===== config.mk =====
export PLATFORM = sky130hd
export DESIGN_NAME = mix_engine
export DESIGN_NICKNAME = d
export VERILOG_FILES = /design/src/rtl/mix_pkg.sv /design/src/rtl/mix_sum_sat.sv /design/src/rtl/mix_engine.sv
export SDC_FILE = /design/constraint.sdc
export NUM_CORES = 1
export LEC_CHECK = 0
export CAP_MARGIN = 20
export CORE_ASPECT_RATIO = 1.4
export CORE_MARGIN = 3
export CORE_UTILIZATION = 45
export CTS_CLUSTER_SIZE = 8
export DETAILED_ROUTE_END_ITERATION = 10
export HOLD_SLACK_MARGIN = 0.12
export PLACE_DENSITY = 0.65
export SYNTH_ARGS = -nofsm -noshare
export SYNTH_HDL_FRONTEND = slang
export SYNTH_HIERARCHICAL = 1
export SYNTH_SLANG_ARGS = --single-unit

===== constraint.sdc =====
create_clock -name i_clk -period 4.8 [get_ports i_clk]
set_input_delay 0.96 -clock i_clk [delete_from_list [all_inputs] [get_ports i_clk]]
set_output_delay 0.96 -clock i_clk [all_outputs]
set_load 0.01 [all_outputs]

===== src/rtl/mix_pkg.sv =====
// Shared state encoding, default parameters and lane saturation for the mix engine.
package mix_pkg;

  typedef enum logic [2:0] {
    S_IDLE, S_HDR, S_FETCH, S_SUM, S_PLAY, S_WRITE, S_WRITE_LEN, S_DONE
  } mix_state_e;

  localparam int NUM_CH_DEF  = 4;
  localparam int ADDR_W_DEF  = 23;
  localparam int SHIFT_DEF   = 2;
  localparam int REPEAT_DEF  = 2;
  localparam int REC_MAX_DEF = 1 << 22;

  function automatic logic [15:0] sat16(input logic signed [31:0] v);
    if (v > 32'sd32767)  return 16'h7fff;
    if (v < -32'sd32768) return 16'h8000;
    return v[15:0];
  endfunction

endpackage


===== src/rtl/mix_sum_sat.sv =====
// One audio lane: widened signed sum of all channels, arithmetic shift, saturate to 16 bits.
module mix_sum_sat
  import mix_pkg::*;
#(
  parameter int NUM_CH = NUM_CH_DEF,
  parameter int SHIFT  = SHIFT_DEF
) (
  input  logic [NUM_CH-1:0][15:0] lane_i,
  output logic [15:0]             sat_o
);

  localparam int SW = 16 + $clog2(NUM_CH);

  logic signed [SW-1:0] sum;
  logic signed [SW-1:0] shifted;

  always_comb begin
    sum = '0;
    for (int c = 0; c < NUM_CH; c++) sum = sum + SW'(signed'(lane_i[c]));
    shifted = sum >>> SHIFT;
    sat_o   = sat16(32'(shifted));
  end

endmodule


===== src/rtl/mix_engine.sv =====
// Multi-channel SDRAM track mixer: walks track headers, fetches one word per channel per
// sample, mixes to a held stereo output and optionally records the mix back to SDRAM.
module mix_engine
  import mix_pkg::*;
#(
  parameter int NUM_CH  = NUM_CH_DEF,
  parameter int ADDR_W  = ADDR_W_DEF,
  parameter int SHIFT   = SHIFT_DEF,
  parameter int REPEAT  = REPEAT_DEF,
  parameter int REC_MAX = REC_MAX_DEF
) (
  input  logic                           i_clk,
  input  logic                           i_rst,
  input  logic                           mix_start,
  input  logic [NUM_CH-1:0]              mix_ch_en,
  input  logic [NUM_CH-1:0][ADDR_W-1:0]  mix_ch_addr,
  input  logic                           mix_rec_en,
  input  logic [ADDR_W-1:0]              mix_rec_addr,
  input  logic                           mix_stop,
  output logic                           mix_busy,
  output logic                           mix_done,
  output logic                           mix_read,
  output logic                           mix_write,
  output logic [ADDR_W-1:0]              mix_addr,
  output logic [31:0]                    mix_writedata,
  input  logic [31:0]                    mix_readdata,
  input  logic                           mix_sdram_finished,
  output logic                           mix_audio_valid,
  output logic [31:0]                    mix_audio_data,
  input  logic                           mix_audio_ready
);

  localparam int IW  = $clog2(NUM_CH + 1);
  localparam int CIW = $clog2(NUM_CH);
  localparam int CW  = $clog2(REC_MAX + 1);
  localparam int RW  = $clog2(REPEAT + 1);
  localparam logic [ADDR_W-1:0] ONE_A = ADDR_W'(1);

  mix_state_e                     state_q, state_d;
  logic [NUM_CH-1:0]              ch_en_q, ch_en_d;
  logic [NUM_CH-1:0][ADDR_W-1:0]  ptr_q, ptr_d, end_q, end_d;
  logic [NUM_CH-1:0][31:0]        samp_q, samp_d;
  logic [IW-1:0]                  idx_q, idx_d;
  logic                           rec_en_q, rec_en_d, stop_q, stop_d;
  logic [ADDR_W-1:0]              rec_base_q, rec_base_d, rec_ptr_q, rec_ptr_d;
  logic [CW-1:0]                  rec_cnt_q, rec_cnt_d;
  logic                           rd_q, rd_d, wr_q, wr_d, vld_q, vld_d;
  logic [ADDR_W-1:0]              addr_q, addr_d;
  logic [31:0]                    wdata_q, wdata_d, aud_q, aud_d;
  logic [RW-1:0]                  rep_q, rep_d;

  logic [NUM_CH-1:0]              act;
  logic [NUM_CH-1:0][15:0]        lane_l, lane_r;
  logic [15:0]                    mix_l, mix_r;
  logic [CIW-1:0]                 cur;
  logic                           last;

  for (genvar c = 0; c < NUM_CH; c++) begin : g_lane
    assign lane_l[c] = samp_q[c][31:16];
    assign lane_r[c] = samp_q[c][15:0];
    assign act[c]    = ch_en_q[c] && (ptr_q[c] != end_q[c]);
  end

  mix_sum_sat #(.NUM_CH(NUM_CH), .SHIFT(SHIFT)) u_sum_l (.lane_i(lane_l), .sat_o(mix_l));
  mix_sum_sat #(.NUM_CH(NUM_CH), .SHIFT(SHIFT)) u_sum_r (.lane_i(lane_r), .sat_o(mix_r));

  assign cur  = idx_q[CIW-1:0];
  assign last = (idx_q == IW'(NUM_CH));

  always_ff @(posedge i_clk) begin
    if (i_rst) begin
      state_q <= S_IDLE;   ch_en_q <= '0;   ptr_q <= '0;     end_q <= '0;
      samp_q <= '0;        idx_q <= '0;     rec_en_q <= 1'b0; stop_q <= 1'b0;
      rec_base_q <= '0;    rec_ptr_q <= '0; rec_cnt_q <= '0;
      rd_q <= 1'b0;        wr_q <= 1'b0;    vld_q <= 1'b0;
      addr_q <= '0;        wdata_q <= '0;   aud_q <= '0;      rep_q <= '0;
    end else begin
      state_q <= state_d;  ch_en_q <= ch_en_d; ptr_q <= ptr_d; end_q <= end_d;
      samp_q <= samp_d;    idx_q <= idx_d;     rec_en_q <= rec_en_d; stop_q <= stop_d;
      rec_base_q <= rec_base_d; rec_ptr_q <= rec_ptr_d; rec_cnt_q <= rec_cnt_d;
      rd_q <= rd_d;        wr_q <= wr_d;       vld_q <= vld_d;
      addr_q <= addr_d;    wdata_q <= wdata_d; aud_q <= aud_d;   rep_q <= rep_d;
    end
  end

  // Next state and datapath. Requests are only (re)issued while no request is
  // outstanding, so address/data stay stable until finished.
  always_comb begin
    state_d = state_q;   ch_en_d = ch_en_q;   ptr_d = ptr_q;     end_d = end_q;
    samp_d = samp_q;     idx_d = idx_q;       rec_en_d = rec_en_q;
    stop_d = stop_q | mix_stop;
    rec_base_d = rec_base_q; rec_ptr_d = rec_ptr_q; rec_cnt_d = rec_cnt_q;
    rd_d = rd_q;         wr_d = wr_q;         vld_d = vld_q;
    addr_d = addr_q;     wdata_d = wdata_q;   aud_d = aud_q;     rep_d = rep_q;
    unique case (state_q)
      S_IDLE: begin
        stop_d = 1'b0;
        if (mix_start && |mix_ch_en) begin
          state_d    = S_HDR;
          ch_en_d    = mix_ch_en;
          ptr_d      = mix_ch_addr;
          end_d      = mix_ch_addr;
          idx_d      = '0;
          rec_en_d   = mix_rec_en;
          rec_base_d = mix_rec_addr;
          rec_ptr_d  = mix_rec_addr + ONE_A;
          rec_cnt_d  = '0;
        end
      end
      S_HDR: begin
        if (rd_q) begin
          if (mix_sdram_finished) begin
            rd_d       = 1'b0;
            ptr_d[cur] = ptr_q[cur] + ONE_A;
            end_d[cur] = ptr_q[cur] + ONE_A + mix_readdata[ADDR_W-1:0];
            idx_d      = idx_q + IW'(1);
          end
        end else if (last) begin
          state_d = S_FETCH;
          idx_d   = '0;
        end else if (ch_en_q[cur]) begin
          rd_d   = 1'b1;
          addr_d = ptr_q[cur];
        end else begin
          idx_d = idx_q + IW'(1);
        end
      end
      S_FETCH: begin
        // Entry point of every sample round: stop, exhaustion and record limit end here.
        if (idx_q == '0 && !rd_q &&
            (stop_q || act == '0 || rec_cnt_q == CW'(REC_MAX))) begin
          state_d = rec_en_q ? S_WRITE_LEN : S_DONE;
        end else if (rd_q) begin
          if (mix_sdram_finished) begin
            rd_d        = 1'b0;
            samp_d[cur] = mix_readdata;
            ptr_d[cur]  = ptr_q[cur] + ONE_A;
            idx_d       = idx_q + IW'(1);
          end
        end else if (last) begin
          state_d = S_SUM;
          idx_d   = '0;
        end else if (act[cur]) begin
          rd_d   = 1'b1;
          addr_d = ptr_q[cur];
        end else begin
          samp_d[cur] = '0;
          idx_d       = idx_q + IW'(1);
        end
      end
      S_SUM: begin
        aud_d   = {mix_l, mix_r};
        vld_d   = 1'b1;
        rep_d   = '0;
        state_d = S_PLAY;
      end
      S_PLAY: begin
        if (mix_audio_ready) begin
          if (rep_q == RW'(REPEAT - 1)) begin
            vld_d   = 1'b0;
            state_d = S_WRITE;
          end else begin
            rep_d = rep_q + RW'(1);
          end
        end
      end
      S_WRITE: begin
        if (!rec_en_q) begin
          state_d = S_FETCH;
        end else if (!wr_q) begin
          wr_d    = 1'b1;
          addr_d  = rec_ptr_q;
          wdata_d = aud_q;
        end else if (mix_sdram_finished) begin
          wr_d      = 1'b0;
          rec_ptr_d = rec_ptr_q + ONE_A;
          rec_cnt_d = rec_cnt_q + CW'(1);
          state_d   = S_FETCH;
        end
      end
      S_WRITE_LEN: begin
        if (!wr_q) begin
          wr_d    = 1'b1;
          addr_d  = rec_base_q;
          wdata_d = 32'(rec_cnt_q);
        end else if (mix_sdram_finished) begin
          wr_d    = 1'b0;
          state_d = S_DONE;
        end
      end
      S_DONE: begin
        stop_d  = 1'b0;
        state_d = S_IDLE;
      end
      default: state_d = S_IDLE;
    endcase
  end

  always_comb begin
    mix_busy        = (state_q != S_IDLE);
    mix_done        = (state_q == S_DONE);
    mix_read        = rd_q;
    mix_write       = wr_q;
    mix_addr        = addr_q;
    mix_writedata   = wdata_q;
    mix_audio_valid = vld_q;
    mix_audio_data  = aud_q;
  end

endmodule


# Yosys cells after proc, flatten, opt, wreduce, memory -nomap -nowiden

Index checks and enable logic that the tools add are counted.

Bits in registers: 485

Muxes and demuxes: 107
Equal/unequal tests: 44
Magnitude comparators: 6
Reduce and logical (&&, ||, !) cells: 37
Bitwise operators: 4
Add/sub/neg operators: 13

Operators with widths:

| kind                  | count |
|---|---|
| $mux 92               | 6 |
| $mux 128              | 4 |
| $mux 23               | 20 |
| $pmux 92 s3           | 1 |
| $bwmux 92             | 2 |
| $pmux 92 s2           | 1 |
| $and 128x128->128     | 1 |
| $bwmux 128            | 1 |
| $mux 16               | 8 |
| $mux 32               | 4 |
| $not 128->128         | 1 |
| $add 23x1->23 const B | 4 |
| $ne 23x23->1          | 4 |
| $pmux 23 s2           | 2 |
| $pmux 23 s4           | 1 |
| $mux 3                | 22 |
| $demux 32 s2          | 1 |
| $pmux 32 s2           | 1 |
| $ne 2x2->1 const B    | 24 |
| $bmux 23 s2           | 1 |
| $demux 23 s2          | 1 |
| $add 17x16->18        | 2 |
| $add 18x16->18        | 2 |
| $add 16x16->17        | 2 |
| 38 further kinds      | 95 |

# Longest topological paths before layout

Gate-level depths: netlist of run 1.

Depth in word-level cells: 9
Mapped depth: 19

# By module

The synthesis of run 1 kept the hierarchy.

Modules (own cells, without submodules):

| module      | cells each | area an instance (sq um) | instances |
|---|---|---|---|
| mix_engine  | 2,661      | 23,125.9                 | 1 |
| mix_sum_sat | 222        | 1,766.7                  | 2 |

# Worst setup path after synthesis of run 1

Ideal clock, no wire load.

Path type: register to register
Start: register idx_q[0]
End: register end_q[22] (netlist bit)
Required time: 4.688 ns
Stages on the path, launching flop included: 16
Period minus slack after synthesis: 4.222 ns
Path slack: 0.578 ns
Arrival time: 4.110 ns
Path through: dfxtp_1 > buf_6 > buf_12 > buf_12 > mux4_1 > ha_1 > xor2_1 > ha_1 > a211oi_1 > o21ai_0 > a311oi_2 > o311a_1 > nor3_1 > a211oi_1 > xnor2_1 > a2111oi_1

Word-level cells in the longest chain between the ends: 8
Elaborated cells on any way between the ends: 13
Classes of those cells: add/sub: 2; order compare: 2; mux: 8; reduce/logical: 1

Ends and longest elaborated chain:

| item                                                                      | line              | source |
|---|---|---|
| start, declared                                                           | mix_engine.sv:43  | `logic [IW-1:0] idx_q, idx_d;` |
| start signal, assigned                                                    | mix_engine.sv:79  | `samp_q <= samp_d; idx_q <= idx_d; rec_en_q <= rec_en_d; stop_q <= stop_d;` |
| $bmux 23 s2, or another cell as far along                                 | mix_engine.sv:115 | `end_d[cur] = ptr_q[cur] + ONE_A + mix_readdata[ADDR_W-1:0];` |
| $mux 23 (implied by the code) / $logic_and 1x1->1 (equally long branches) | mix_engine.sv:115 |  |
| $add 23x1->23 / $mux 23 (equally long branches)                           | mix_engine.sv:115 |  |
| $add 23x23->23 / $demux 23 s2 (equally long branches)                     | mix_engine.sv:115 |  |
| $bwmux 92 *                                                               | mix_engine.sv:115 |  |
| $mux 92 *                                                                 | mix_engine.sv:112 | `if (mix_sdram_finished) begin` |
| $mux 92 *                                                                 | mix_engine.sv:111 | `if (rd_q) begin` |
| $pmux 92 s2 *                                                             | mix_engine.sv:95  | `unique case (state_q)` |
| end signal, assigned                                                      | mix_engine.sv:78  | `state_q <= state_d; ch_en_q <= ch_en_d; ptr_q <= ptr_d; end_q <= end_d;` |
| end, declared                                                             | mix_engine.sv:41  | `logic [NUM_CH-1:0][ADDR_W-1:0] ptr_q, ptr_d, end_q, end_d;` |

Every way passes the cells marked *; elsewhere a longest branch is shown, timed or not. The select of a mux whose other input is x is not followed.
A chain may end at the register's enable or synchronous reset.

# Worst setup path after layout of run 1

Ends and elaborated chain as after synthesis.

==> qor.yml, run 1 <==
critPathKind: "reg -> reg"
yosysWarnings: 6
max_freq_mhz: 211
p_total_mw: 14.4
hp-class: "reg -> reg"
worstSetupEndpointType: "register"
synth_most_common_cell: "dfxtp_1"
cts_buffer_depth: 3
crit_fanout: 8
relSlewSlack_pct: 26.6
finalSetupViolCount: 0
io_pins: 250
min_path_cells: 2
rr_worst_depth: 17
ys_top_cells_by_count: "485 x dfxtp_1, 373 x nor2_1, 297 x nand2_1"
r2r_end: "end_q[22]"
vias_per_cell: 6.34
vias: 25700
dp_hpwl_um: 77400
async_reset_ff_share_pct: 0
crit_required_ns: 5.26
timing.max_cap.violations: 0
r2r_slack_ns: 0.05
status: "finished, final reports clean"
drtIter0Drc: 2575
synth_edf_count: 0
synthesis.area_sq_mm: 0.0267
ys_top_cells_by_area: "dfxtp_1 36%, nor2_1 5.3%, fa_1 5.0%"
period_share_pct: 98.9
drc_errors: 0
crit_start: "idx_q[0]"
period_minus_slack_ns: 4.75
grt_pass1_wl_um: 157000
grt_max_degree: 144
antenna_left: 0
gp_congestion: 1.08
cpMaxStageDelayCell: "mux4_1"
clk_latency_ns: 0.60
grt_pass1_vias: 25200
leakagePower_nw: 12.0
drive_gt1_share_pct: 8.11
place_ws_ns: -0.0838
area_growth_pct: 20.3
grt_usage_pct: 33.1
max-vdd-ir-drop_mv: 0.292
first_pass_iters: 6
finClkSkew_ns: 0.0315
clk_pin_slew_ns: 0.05
synth_fp_nets: 3394
wire_per_inst_um: 26.1
startpoint_type: "register"
rows: 104
io_buffers: 249
hold_violations: 0
start_util_pct: 45.9
die_w_um: 212
whs_endpoint: "rec_base_q[21]"
layout_setup_ws_ns: 0.0513
root_buffer: "clkbuf_16"
cts_tree: "done"
synth_top_area_cell: "dfxtp_1"
crit_chain: "buf_4 -> mux4_1 -> nand4_1 -> nor3_2 -> nand4_1 -> xor2_1 -> inv_1 -> ha_1 -> a21oi_1 -> o21ai_0 -> o41ai_2 -> o311a_1 -> nor3_2 -> a211oi_1 -> buf_4 -> xnor2_1 -> a2111oi_1"
tightest_slew_ns: 1.10
core-area_sq_mm: 0.0580
arrival_ns: 5.21
die_area_sq_mm: 0.0622
h-tree-depth: 3
syn_area_per_cell_sq_um: 8.59
reg2reg_from: "idx_q[0]"
cts_made_buffers: 70
wl_um: 106000
nets: 3601
fp.dieH_um: 294
globalRoute.totalOverflow: 0
postSynthCellCount: 3105
yosys.area.top_type_share_pct: 36.4
synthFlopType: "dfxtp_1"
power_density_mw_per_mm2: 449
slew_viol_final: 0
synth_cell_types: 90
clock_sinks: 485
max_stage_delay_ns: 0.61
seq_area_frac_synth_pct: 36.4
grt_antenna_before_repair: 4
ys_ff_latch: 485
min_from: "rec_base_q[21]"
-- metal layers --
metal  global-route usage, %  vias up  routed length (um)  part of all wire, %
li1                        -    11600                   -                    -
met1                    39.5    12500               39300                   37
met2                    54.6     1340               49700                   47
met3                    5.73      320                8730                  8.2
met4                    22.1        4                8220                  7.8
met5                       0        -                  27                0.025
-- critical path, delay by kind of cell, from the launching register on --
family | cells | cell delay (ns)
adders and majority gates | 1 | 0.36
AOI/OAI and AO/OA | 6 | 1.75
DFF | 1 | 0.40
buffers and inverters | 3 | 0.51
and+or+nand+nor | 4 | 0.46
xor gates and xnor gates | 2 | 0.49
muxes | 1 | 0.61
-- cells by family (layout without fill, tap and decap cells) --
family / count (synthesis) / after routing / synth area share [%]
flip-flops: 485 / 485 / 36.4
AO/OA/AOI/OAI: 859 / 859 / 23.6
other: 0 / 2 / 0
multiplexers: 51 / 51 / 3.40
adder cells (fa/ha/maj): 131 / 131 / 8.03
buffers and inverters: 427 / 637 / 6.29
AND/OR/NAND/NOR: 968 / 968 / 16.1
XOR/XNOR: 184 / 184 / 6.16
-- report_power, final --
part	leakage (nW)	internal, mW	total (mW)	switching (mW)
sequential	3.96	4.57	5.08	0.516
combinational	7.16	1.70	4.88	3.18
clock	0.908	2.67	4.42	1.75
total	12.0	8.93	14.4	5.45
-- cells in the final DEF, fill, tap and decap left out, drive strengths merged, types with 75 or more instances in the layout --
cell / count
a21oi: 167
a211oi: 75
o21ai: 142
buf: 104
xor2: 129
inv: 210
a32o: 128
clkdlybuf4s50: 248
nor2: 373
nor3: 91
clkbuf: 75
nand2: 297
dfxtp: 485
-- final cells by class --
type / instances / area, sq um
Antenna cell: 2 / 5.00
Clock buffer: 75 / 1840
Fill cell: 5326 / 26000
Inverter: 210 / 788
Multi-Input combinational cell: 2193 / 15500
Sequential cell: 485 / 9710
Tap cell: 742 / 928
Timing Repair Buffer: 352 / 3320
-- how the worst max path moves through the flow --
stage,endpoint,slack [ns],cells past startpoint
3_5_place_dp,end_q[42],-0.08,15
3_3_place_gp,end_q[42],0.1,15
4_1_cts,end_q[91],0.02,17
2_1_floorplan,end_q[22],0.58,15
5_1_grt,end_q[45],-0.10,17
6_report,end_q[22],0.05,17
-- per-stage QoR --
stage	hold WS [ns]	TNS [ns]	utilization, %	instances	cell area (sq um)
after CTS	0.456	0	55.1	4055	32000
after global placement	0.436	0	51.9	3980	30100
after global routing	0.473	-0.335	55.2	4058	32100
after floorplan	0.432	0	-	3105	26700
final	0.456	0	55.2	4059	32100
after detailed placement	0.449	-0.343	51.9	3980	30100
-- state kept, by name, summed over array words and instances (netlist names), 2 cells and up --
signal          cells
end_q              92
ptr_q              92
lane_l             64
lane_r             64
mix_audio_data     32
mix_writedata      32
mix_addr           23
rec_base_q         23
rec_cnt_q          23
rec_ptr_q          23
ch_en_q             4
idx_q               3
state_q             3
rep_q               2
-- what timing repair did --
action / 4_1_cts / 5_1_grt
pin swaps: 0 / 1
gates resized for setup: 2 / 8
setup endpoints to repair: 8 / 33
endpoints found under the hold margin: 0 / 0
buffers inserted: 0 / 1
hold buffers: 0 / 0
No activity file was read; power rests on OpenSTA's default activity.
==> run 2: changes to the inputs <==
Settings changed: GPL_ROUTABILITY_DRIVEN from default to 0.
==> qor.yml, run 2 (synthesis gave the netlist of run 1 again) <==
cpMaxStageDelayCell: "mux4_2"
rows: 104  # unchanged
max-vdd-ir-drop_mv: 0.290  # -0.61%
place_ws_ns: -0.0245  # +0.0592 ns
root_buffer: "clkbuf_16"
placed_area_sq_mm: 0.0300  # -0.30%
globalRoute.totalOverflow: 0  # unchanged
regArea_sq_mm: 0.00971  # about the same
drtIter0Drc: 2406  # -6.6%
grt_usage_pct: 32.3  # -0.82 points
relSlewSlack_pct: 24.3  # -2.3 points
cts_made_buffers: 70  # unchanged
cpMostUsedCell: "buf_4"
finalSetupViolCount: 0  # unchanged
wire_per_inst_um: 25.4  # -2.8%
io_buffers: 249  # unchanged
die_area_sq_mm: 0.0622  # unchanged
cts_tree: "done"
grt_pass1_vias: 25300  # +0.26%
grt_setup_unrepaired: "no"
core-area_sq_mm: 0.0580  # unchanged
r2r_slack_ns: 0.20  # +0.15 ns
most-common-layout-cells: "483 x dfxtp_1, 368 x nor2_1, 296 x nand2_1"
grt_max_degree: 141  # -2.1%
period_minus_slack_ns: 4.60  # -0.153 ns
start_util_pct: 45.9  # unchanged
fp.dieH_um: 294  # unchanged
clk_latency_ns: 0.61  # about the same
dr.max_layer_used: "met5"
nets: 3593  # -0.22%
multi_input_area_sq_mm: 0.0154  # -0.15%
hp-class: "reg -> reg"
critPathKind: "reg -> reg"
leakagePower_nw: 12.0  # -0.38%
fin_tns_setup_ns: 0  # unchanged
antenna_left: 0  # unchanged
stdcell_count: 4057  # -0.049%
fin_area_sq_mm: 0.0320  # about the same
layout_commonest_cell: "dfxtp_1"
worstSetupEndpointType: "register"
max_freq_mhz: 218  # +3.3%
wl_um: 103000  # -2.8%
dr_wl_met3_um: 9630  # +10%
vias: 25700  # -0.28%
crit_chain: "buf_12 -> mux4_2 -> nand4_1 -> buf_4 -> nor3_2 -> nand4_1 -> xor2_2 -> inv_1 -> ha_1 -> a21oi_2 -> o21ai_0 -> o41ai_2 -> o311a_1 -> nor3_2 -> a211oi_1 -> buf_4 -> xnor2_1 -> buf_4 -> a2111oi_1"
startpoint_type: "register"
hold_violations: 0  # unchanged
dp_hpwl_um: 74100  # -4.2%
vias_per_cell: 6.33  # -0.23%
reg_top3: "end_q: 92 flops, ptr_q: 92 flops"
timing.max_cap.violations: 0  # unchanged
h-tree-depth: 3  # unchanged
crit_fanout: 18  # +10
clock_sinks: 485  # unchanged
drc_errors: 0  # unchanged
cts_buffer_depth: 3  # unchanged
first_pass_iters: 7  # +1
drive_gt1_share_pct: 8.09  # -0.020 points
tightest_slew_ns: 1.14  # +0.0351 ns
num-fill-cells: 5298  # -0.53%
crit_required_ns: 5.28  # +0.02 ns
io_pins: 250  # unchanged
layout_setup_ws_ns: 0.204  # +0.153 ns
die_w_um: 212  # unchanged
status: "finished, final reports clean"
clk_pin_slew_ns: 0.05  # about the same
arrival_ns: 5.07  # -0.14 ns
power_density_mw_per_mm2: 447  # -0.26%
slew_viol_final: 0  # unchanged
period_share_pct: 95.7  # -3.2 points
placedCellCount: 3970  # -0.25%
grt_pass1_wl_um: 154000  # -1.8%
finClkSkew_ns: 0.0367  # +0.00518 ns
wl_met1_um: 37400  # -4.8%
max_stage_delay_ns: 0.59  # -0.02 ns
dr_wl_met2_um: 48100  # -3.1%
grt_antenna_before_repair: 9  # +5
area_growth_pct: 20.2  # about the same
==> run 2: path summary, 6_finish.rpt <==
check | start | end | depth (start not counted)
worst min register to register | rec_base_q[4] | rec_base_q[4] | 2
worst max register to register | idx_q[0] | end_q[68] | 19
worst min-delay path | rec_base_q[4] | rec_base_q[4] | 2
worst max-delay path | idx_q[0] | end_q[68] | 19
==> run 2: report_power, final <==
group | internal (mW) | switching (mW)
Combinational | 1.67 | 3.10
Sequential | 4.57 | 0.509
Clock | 2.71 | 1.78
==> run 2: metal layers <==
| layer | vias to the layer above | global-route usage [%] |
|---|---|---|
| met5 | - | 0 |
| met4 | 6 | 21.7 |
| met3 | 326 | 6.63 |
| met2 | 1442 | 53.2 |
| met1 | 12400 | 37.9 |
| li1 | 11500 | - |
==> run 2: per-stage QoR <==
step                hold WS (ns)  power (mW)  util, %
CTS                        0.455        14.2     55.1
floorplan                  0.432        7.77        -
global route               0.470        14.9     55.2
global placement           0.438        9.57     51.8
detailed placement         0.449        9.67     51.8
finish                     0.455        14.3     55.2
==> run 2: layout make-up <==
class	instances	area share, %
inverter	210	2.46
clock buffer	76	5.83
timing repair buffer	344	10.2
tap	742	2.90
antenna	4	0.0312
sequential	485	30.3
clock inverter	3	0.105
multi-input combinational	2193	48.2
==> run 2: critical path, delay by kind of cell (launching register included) <==
kind | cells | cell delay [ns]
AO/OA/AOI/OAI | 6 | 1.63
flip-flops | 1 | 0.40
buffers and inverters | 5 | 0.77
multiplexers | 1 | 0.59
AND/OR/NAND/NOR | 4 | 0.38
XOR/XNOR | 2 | 0.33
adder cells (fa/ha/maj) | 1 | 0.36
==> run 2: timing repair <==
item	4_1_cts	5_1_grt
hold buffers	0	0
resized for setup	2	11
pin swaps	0	4
setup endpoints to repair	3	23
buffers inserted	0	3
